File: src/rtl/multdiv_if.sv
// rtl/multdiv_if.sv - operand/control/result bundle for the iterative multiply/divide unit
//
// Ports carried:
//   data_operandA, data_operandB : signed operands (dividend/multiplicand, divisor/multiplier)
//   ctrl_MULT, ctrl_DIV          : start strobes, sampled every rising edge
//   data_result, data_exception  : registered result and overflow/div-by-zero flag
//   data_resultRDY               : one-cycle result-valid strobe
//   busy                         : high while an operation is stepping
// Modports: master drives operands/starts, slave is the arithmetic unit.
interface multdiv_if #(
    parameter int WIDTH = 32
);
    logic [WIDTH-1:0] data_operandA;
    logic [WIDTH-1:0] data_operandB;
    logic             ctrl_MULT;
    logic             ctrl_DIV;
    logic [WIDTH-1:0] data_result;
    logic             data_exception;
    logic             data_resultRDY;
    logic             busy;

    modport master (
        output data_operandA, data_operandB, ctrl_MULT, ctrl_DIV,
        input  data_result, data_exception, data_resultRDY, busy
    );

    modport slave (
        input  data_operandA, data_operandB, ctrl_MULT, ctrl_DIV,
        output data_result, data_exception, data_resultRDY, busy
    );
endinterface

File: src/rtl/multdiv_iter.sv
// rtl/multdiv_iter.sv - iterative signed 32-bit shift-add multiply / restoring divide
//
// Ports:
//   clock         : sole clock, rising edge
//   ctrl_reset_n  : synchronous active-low reset
//   bus           : multdiv_if.slave (operands, start strobes, result, exception, ready, busy)
// Optional build macro: MULTDIV_EARLY_DIV0_EN - a divide by zero skips the 32 steps and
// completes in the cycle after the start edge.
module multdiv_iter #(
    parameter int WIDTH = 32
) (
    input  logic     clock,
    input  logic     ctrl_reset_n,
    multdiv_if.slave bus
);
    localparam logic [1:0] ST_IDLE = 2'd0;
    localparam logic [1:0] ST_RUN  = 2'd1;
    localparam logic [1:0] ST_DONE = 2'd2;

    logic [1:0]         state_q, state_d;
    logic [4:0]         cnt_q, cnt_d;
    logic               op_div_q, op_div_d;
    logic               neg_q, neg_d;
    logic               bzero_q, bzero_d;
    logic [WIDTH-1:0]   opd_q, opd_d;       // multiplicand magnitude or divisor magnitude
    logic [2*WIDTH:0]   p_q, p_d;           // {hi(33), lo(32)} working register
    logic [WIDTH-1:0]   res_q, res_d;
    logic               exc_q, exc_d;

    logic               start, start_div;
    logic [WIDTH-1:0]   a_mag, b_mag;
    logic [WIDTH:0]     mul_sum;
    logic [2*WIDTH:0]   mul_next;
    logic [WIDTH:0]     div_shift;
    logic [WIDTH+1:0]   div_trial;
    logic               div_qbit;
    logic [WIDTH:0]     div_rem;
    logic [2*WIDTH:0]   div_next;
    logic [2*WIDTH:0]   step_next;
    logic [2*WIDTH-1:0] prod_s;
    logic [WIDTH-1:0]   quot_s;
    logic               mul_exc, div_exc;
    logic [WIDTH-1:0]   div_res;

    // Starts are ignored while stepping; MULT wins when both strobes are high.
    assign start     = (state_q != ST_RUN) && (bus.ctrl_MULT || bus.ctrl_DIV);
    assign start_div = !bus.ctrl_MULT && bus.ctrl_DIV;
    assign a_mag     = bus.data_operandA[WIDTH-1] ? (~bus.data_operandA + 1'b1) : bus.data_operandA;
    assign b_mag     = bus.data_operandB[WIDTH-1] ? (~bus.data_operandB + 1'b1) : bus.data_operandB;

    // Multiply step: lo holds the multiplier; add multiplicand into hi on lo[0], shift right.
    assign mul_sum  = p_q[2*WIDTH:WIDTH] + (p_q[0] ? {1'b0, opd_q} : '0);
    assign mul_next = {1'b0, mul_sum, p_q[WIDTH-1:1]};

    // Restoring divide step: remainder in hi, dividend shifts out of lo as quotient bits shift in.
    assign div_shift = {p_q[2*WIDTH-1:WIDTH], p_q[WIDTH-1]};
    assign div_trial = {1'b0, div_shift} - {2'b00, opd_q};
    assign div_qbit  = !div_trial[WIDTH+1];
    assign div_rem   = div_qbit ? div_trial[WIDTH:0] : div_shift;
    assign div_next  = {div_rem, p_q[WIDTH-2:0], div_qbit};

    assign step_next = op_div_q ? div_next : mul_next;

    // Final-step result formation uses the value the last step is about to produce.
    assign prod_s  = neg_q ? ('0 - step_next[2*WIDTH-1:0]) : step_next[2*WIDTH-1:0];
    assign mul_exc = !((&prod_s[2*WIDTH-1:WIDTH-1]) || !(|prod_s[2*WIDTH-1:WIDTH-1]));
    assign quot_s  = neg_q ? ('0 - step_next[WIDTH-1:0]) : step_next[WIDTH-1:0];
    // A positive quotient with the top bit set is only reachable via 0x80000000 / -1.
    assign div_exc = bzero_q || (!neg_q && step_next[WIDTH-1]);
    assign div_res = bzero_q ? '0 : quot_s;

    always_comb begin
        state_d  = state_q;
        cnt_d    = cnt_q;
        op_div_d = op_div_q;
        neg_d    = neg_q;
        bzero_d  = bzero_q;
        opd_d    = opd_q;
        p_d      = p_q;
        res_d    = res_q;
        exc_d    = exc_q;
        if (start) begin
            op_div_d = start_div;
            neg_d    = bus.data_operandA[WIDTH-1] ^ bus.data_operandB[WIDTH-1];
            bzero_d  = (bus.data_operandB == '0);
            cnt_d    = '0;
            state_d  = ST_RUN;
            if (start_div) begin
                opd_d = b_mag;
                p_d   = {{(WIDTH+1){1'b0}}, a_mag};
            end else begin
                opd_d = a_mag;
                p_d   = {{(WIDTH+1){1'b0}}, b_mag};
            end
`ifdef MULTDIV_EARLY_DIV0_EN
            if (start_div && (bus.data_operandB == '0)) begin
                state_d = ST_DONE;
                res_d   = '0;
                exc_d   = 1'b1;
            end
`endif
        end else if (state_q == ST_RUN) begin
            p_d   = step_next;
            cnt_d = cnt_q + 5'd1;
            if (cnt_q == 5'd31) begin
                state_d = ST_DONE;
                res_d   = op_div_q ? div_res : prod_s[WIDTH-1:0];
                exc_d   = op_div_q ? div_exc : mul_exc;
            end
        end else if (state_q == ST_DONE) begin
            state_d = ST_IDLE;
        end
    end

    always_ff @(posedge clock) begin
        if (!ctrl_reset_n) begin
            state_q  <= ST_IDLE;
            cnt_q    <= '0;
            op_div_q <= 1'b0;
            neg_q    <= 1'b0;
            bzero_q  <= 1'b0;
            opd_q    <= '0;
            p_q      <= '0;
            res_q    <= '0;
            exc_q    <= 1'b0;
        end else begin
            state_q  <= state_d;
            cnt_q    <= cnt_d;
            op_div_q <= op_div_d;
            neg_q    <= neg_d;
            bzero_q  <= bzero_d;
            opd_q    <= opd_d;
            p_q      <= p_d;
            res_q    <= res_d;
            exc_q    <= exc_d;
        end
    end

    assign bus.data_result    = res_q;
    assign bus.data_exception = exc_q;
    assign bus.data_resultRDY = (state_q == ST_DONE);
    assign bus.busy           = (state_q == ST_RUN);
endmodule

File: src/flat_wrapper.sv
// flat-port wrapper written by rule: the top's interface ports become plain ports
module multdiv_iter_flat 
#(
    parameter int WIDTH = 32
)
  (clock, ctrl_reset_n, bus_data_operandA, bus_data_operandB, bus_ctrl_MULT, bus_ctrl_DIV, bus_data_result, bus_data_exception, bus_data_resultRDY, bus_busy);
  multdiv_if #(.WIDTH(WIDTH)) bus_i ();
  input  logic clock;
  input  logic ctrl_reset_n;
  input wire logic [$bits(bus_i.data_operandA)-1:0] bus_data_operandA;
  input wire logic [$bits(bus_i.data_operandB)-1:0] bus_data_operandB;
  input wire logic [$bits(bus_i.ctrl_MULT)-1:0] bus_ctrl_MULT;
  input wire logic [$bits(bus_i.ctrl_DIV)-1:0] bus_ctrl_DIV;
  output wire logic [$bits(bus_i.data_result)-1:0] bus_data_result;
  output wire logic [$bits(bus_i.data_exception)-1:0] bus_data_exception;
  output wire logic [$bits(bus_i.data_resultRDY)-1:0] bus_data_resultRDY;
  output wire logic [$bits(bus_i.busy)-1:0] bus_busy;
  assign bus_i.data_operandA = bus_data_operandA;
  assign bus_i.data_operandB = bus_data_operandB;
  assign bus_i.ctrl_MULT = bus_ctrl_MULT;
  assign bus_i.ctrl_DIV = bus_ctrl_DIV;
  assign bus_data_result = bus_i.data_result;
  assign bus_data_exception = bus_i.data_exception;
  assign bus_data_resultRDY = bus_i.data_resultRDY;
  assign bus_busy = bus_i.busy;
  multdiv_iter #(.WIDTH(WIDTH)) u_core (.clock(clock), .ctrl_reset_n(ctrl_reset_n), .bus(bus_i));
endmodule
File: config.mk
export PLATFORM = sky130hd
export DESIGN_NAME = multdiv_iter_flat
export DESIGN_NICKNAME = d
export VERILOG_FILES = /design/src/rtl/multdiv_if.sv /design/src/rtl/multdiv_iter.sv /design/src/flat_wrapper.sv
export SDC_FILE = /design/constraint.sdc
export NUM_CORES = 1
export LEC_CHECK = 0
export CORE_UTILIZATION = 45
export CTS_CLUSTER_DIAMETER = 120
export CTS_CLUSTER_SIZE = 20
export DETAILED_ROUTE_END_ITERATION = 16
export PLACE_DENSITY = 0.64
export REMOVE_ABC_BUFFERS = 1
export SETUP_SLACK_MARGIN = 0.02
export SLEW_MARGIN = 20
export SYNTH_ARGS = -nofsm -noshare
export SYNTH_HDL_FRONTEND = slang
export SYNTH_SLANG_ARGS = --single-unit
File: constraint.sdc
create_clock -name clock -period 12 [get_ports clock]
set_clock_uncertainty 0.05 [all_clocks]
set_input_delay 2.4 -clock clock [delete_from_list [all_inputs] [get_ports clock]]
set_output_delay 2.4 -clock clock [all_outputs]
set_load 0.1 [all_outputs]
==> impl_summary.md <==
Detailed routing
The first detailed-routing pass ran for 8 iterations. In the final routed layout, each cell accounts on average for 23.0 microns. The routed layout has 15300 vias.

The number of nets with antenna violations after routing is 0. The post-detailed-route via-to-cell ratio is 6.59. The routed design has 53.4 mm of wire. The DRC violation count after routing is 0. The count of routing violations after the opening detailed-route iteration is 1513.

Pwr
Across the VDD grid, the largest voltage drop is 117 uV. The share of total power dissipated in the clock network is 0.306. Dividing total power by cell area gives a power density of 111 nW/um^2.

The switching share of total power is 0.411. Of the total power, combinational logic draws 0.389. The internal power of the cells totals 1020 uW. The static leakage power is 0.00590 uW. The share of total power dissipated in sequential elements is 0.306. The analysis attributes to net switching a power of 715 uW. Total power for the finished layout comes to 1740 uW.

Flow run
The max capacitance violation total is 0.

Clock network
The count of clock tree sinks is 140. The number of levels in the clock H-tree is 4. The post-cts repair resize count is 0. The latest clock arrival within the worst-skew pair is 450 ps.

The clock tree from TritonCTS is yes. The maximum number of buffers from clock root to sink is 2. Buffers inserted during clock tree synthesis total 17.

The post-CTS setup buffer count is 0. Clock-pin slew was measured on the worst setup and hold paths at 70 ps. In this run, post-CTS hold repair placed 0 buffers.

The CTS root buffer is sky130_fd_sc_hd__clkbuf_16.

Placement
The pre-CTS worst setup slack is 4640 ps. At the end of routability-driven placement, the weighted congestion stood at 1.02. The sum of net half-perimeters after detailed placement is 38.9 mm. The placed instance count is 2286. The number of buffers added on ports is 102.

Floorplanning
The die outline width is 178 microns. The starting utilization of the core area is 0.463. The total core area is 30000 sq um. The count of boundary I/O pins is 103. The die area is 31500 sq um.

The floorplan has 63 rows. The floorplan step set the die height to 178 microns.

Critical path
The slowest stage cell on the critical path is sky130_fd_sc_hd__nor4_2. The critical path data arrival time is 7910 ps. The worst setup path is of the flip-flop to flip-flop kind. In this run the worst path has a maximum fanout of 17. In this design, the critical path's most frequently occurring cell is sky130_fd_sc_hd__nand2_1. The highest cell delay on the worst timing path is 830 ps. The endpoint class of the critical path is a flip-flop. The worst path required time is 12280 ps. STA classifies the critical path startpoint as a flip-flop. The critical path goes through inv_1, ha_1, a21o_1, a31oi_1, o211a_1, nor2_1, buf_4, nor2_2, nand2_1, nand2_1, ha_1, o21ai_0, nor4_2, and4_1, nand2_1, a211o_1, or4_1, nor4_1, mux2i_1, o32ai_1, nor4_1, and4_1, a211oi_1.

Yosys
The sequential element share of the synthesized area is 0.202. Yosys mapped the design onto 97 distinct sky130hd cell types. Of the total synthesized cell area, the portion taken by XOR and XNOR cells is 0.0984. The synthesized design contains 140 register bits.

The fraction of the mapped netlist area in compound gates came to 0.316. The post-synthesis share of cell area spent on and, or, nand and nor gates is 0.230. The proportion of synthesized area in mux cells is 0.0334. Of the total synthesized cell area, the portion taken by full adders, half adders and majority gates is 0.0678.

The number of flops mapped to enable cells by yosys is 0. In the synthesized netlist the dominant register cell turns out to be sky130_fd_sc_hd__dfxtp_1. The number of instances in the synthesized netlist is 1879. The cell area that synthesis handed to floorplanning was 13900 sq um. By area, the combinational part of the netlist is dominated by compound AO/OA/AOI/OAI gates. The fraction of registers with async set/reset is 0. The synthesized area divided by synthesized cell count is 7.39 sq um. Yosys printed 0 warnings.

STA
At the pin with the least slew margin, the transition time is 1030 ps. Summed over all failing endpoints, the final setup total negative slack is 0 ps. For the finished layout, the period the worst path requires is 7620 ps. Setup violations remaining at the end of the flow were counted as 0.

Setup repair after global routing left no endpoint under its margin. The period utilization is 0.635. Timing would allow up to 131 MHz.

The final hold violation count is 0. The max-slew violation total from the final report was 0. The tightest slew margin relative to the limit is 0.310. Once routing completed, OpenROAD measured the worst setup slack at 4380 ps.

Global routing
The number of antenna violations at the first check in global routing is 0. The global-route track usage on met2 is 0.553. The first global-routing pass estimated 82.6 mm of wire.

The overall fraction of global-route tracks in use is 0.340. In the global route stage, met3 resource usage came out at 0.0497. The number of global-route vias before repair came to 14400. The remaining global-route overflow is 0. For this run, global-route usage on met1 was measured as 0.444. The highest-utilization routing layer at the global route stage is met2.

Entering global routing, the biggest net connects 79 pins.

Layout
The final layout contains 2057 nets. The antenna diode instance count is 0. The share of the core filled with cells is 0.524. The final standard cell count with taps included and fillers excluded is 2317. The top cell types in the final layout, fill and taps aside, are 198 x sky130_fd_sc_hd__nor2_1, 149 x sky130_fd_sc_hd__nand2_1, 138 x sky130_fd_sc_hd__dfxtp_1, 117 x sky130_fd_sc_hd__a21oi_1, 115 x sky130_fd_sc_hd__o21ai_0. In the final layout, the share of cells above drive strength 1 is 0.0597. Relative to the synthesized area, the layout overhead comes to 13.2%. The commonest non-fill, non-tap cell in the layout is sky130_fd_sc_hd__nor2_1.

Min path
The worst hold path belongs to the class flip-flop to flip-flop.

Status
The run finished with clean final reports.
## logic make-up after synthesis
logic type,count (synthesis)
AND/OR/NAND/NOR,646
AO/OA/AOI/OAI,632
buffers and inverters,186
XOR/XNOR,156
flip-flops,140
adder cells (fa/ha/maj),74
multiplexers,45
## flip-flops by register name (all words and copies together) (netlist names)
register / count
u_core.bus.data_result: 32
u_core.p_q: 65
u_core.op_div_q: 1
u_core.bzero_q: 1
u_core.bus.data_exception: 1
u_core.state_q: 2
u_core.opd_q: 32
u_core.neg_q: 1
u_core.cnt_q: 5
## critical path: cells and delay by family, from the launching register on
family / cells / cell delay, ps
simple gates: 11 / 4390
fa+ha+maj: 2 / 500
mux: 1 / 260
compound gates: 7 / 1700
flops: 1 / 350
buf+inv: 2 / 240
## per-stage QoR
| stage | cell area [sq um] | hold slack [ps] |
|---|---|---|
| 2_1_floorplan | 13400 | 390 |
| 3_3_place_gp | 15200 | 415 |
| 3_5_place_dp | 15200 | 411 |
| 4_1_cts | 15700 | 418 |
| 5_1_grt | 15700 | 475 |
| 6_report | 15700 | 421 |
## metal layers
metal  wire length (microns)  vias up
li1                        -     7101
met1                   23100     7326
met2                   24500      710
met3                    3800      123
met4                    1960        0
met5                       0        -
## synth_stat cells, types with 10 or more instances
library cell	number	area share
sky130_fd_sc_hd__a211oi_1	46	0.025
sky130_fd_sc_hd__a21o_1	20	0.011
sky130_fd_sc_hd__a21oi_1	118	0.043
sky130_fd_sc_hd__a221oi_1	11	0.0069
sky130_fd_sc_hd__a22o_1	11	0.0069
sky130_fd_sc_hd__a22oi_1	82	0.044
sky130_fd_sc_hd__a31oi_1	17	0.0077
sky130_fd_sc_hd__and2_1	47	0.021
sky130_fd_sc_hd__and3_1	13	0.0059
sky130_fd_sc_hd__and4_1	10	0.0063
sky130_fd_sc_hd__buf_2	12	0.0043
sky130_fd_sc_hd__clkbuf_1	89	0.024
sky130_fd_sc_hd__dfxtp_1	140	0.20
sky130_fd_sc_hd__ha_1	72	0.065
sky130_fd_sc_hd__inv_1	72	0.019
sky130_fd_sc_hd__mux2i_1	36	0.026
sky130_fd_sc_hd__nand2_1	149	0.040
sky130_fd_sc_hd__nand3_1	44	0.016
sky130_fd_sc_hd__nand4_1	25	0.011
sky130_fd_sc_hd__nor2_1	198	0.054
sky130_fd_sc_hd__nor3_1	49	0.018
sky130_fd_sc_hd__o211ai_1	23	0.012
sky130_fd_sc_hd__o21a_1	15	0.0081
sky130_fd_sc_hd__o21ai_0	115	0.041
sky130_fd_sc_hd__o22ai_1	17	0.0077
sky130_fd_sc_hd__o31ai_1	27	0.015
sky130_fd_sc_hd__o41ai_1	15	0.0095
sky130_fd_sc_hd__or2_2	12	0.0054
sky130_fd_sc_hd__or3_1	23	0.010
sky130_fd_sc_hd__or4_1	17	0.0092
sky130_fd_sc_hd__xnor2_1	50	0.032
sky130_fd_sc_hd__xor2_1	106	0.067
## power groups by stage
stage	Sequential [uW]	Combinational, uW	Clock [uW]
5_1_grt	535	726	555
4_1_cts	529	659	537
3_3_place_gp	539	656	0
6_report	532	676	531
2_1_floorplan	533	438	0
3_5_place_dp	540	655	0
## area by class of cell
cell class                      count  area [sq um]
Fill cell                        2991         14200
Multi-Input combinational cell   1553         10400
Sequential cell                   140          2810
Timing Repair Buffer              130          1220
Tap cell                          390           488
Clock buffer                       19           443
Inverter                           73           275
Clock inverter                     12           114
## final timing paths
check                         from                         to  slack, ps  cells past startpoint
setup / recovery  u_core.opd_q[26]  u_core.bus.data_exception       4380                     23
setup reg to reg  u_core.opd_q[26]  u_core.bus.data_exception       4380                     23
hold reg to reg   u_core.opd_q[28]           u_core.opd_q[28]        420                      2
hold / removal    u_core.opd_q[28]           u_core.opd_q[28]        420                      2
(Power assumes the default switching activity.)
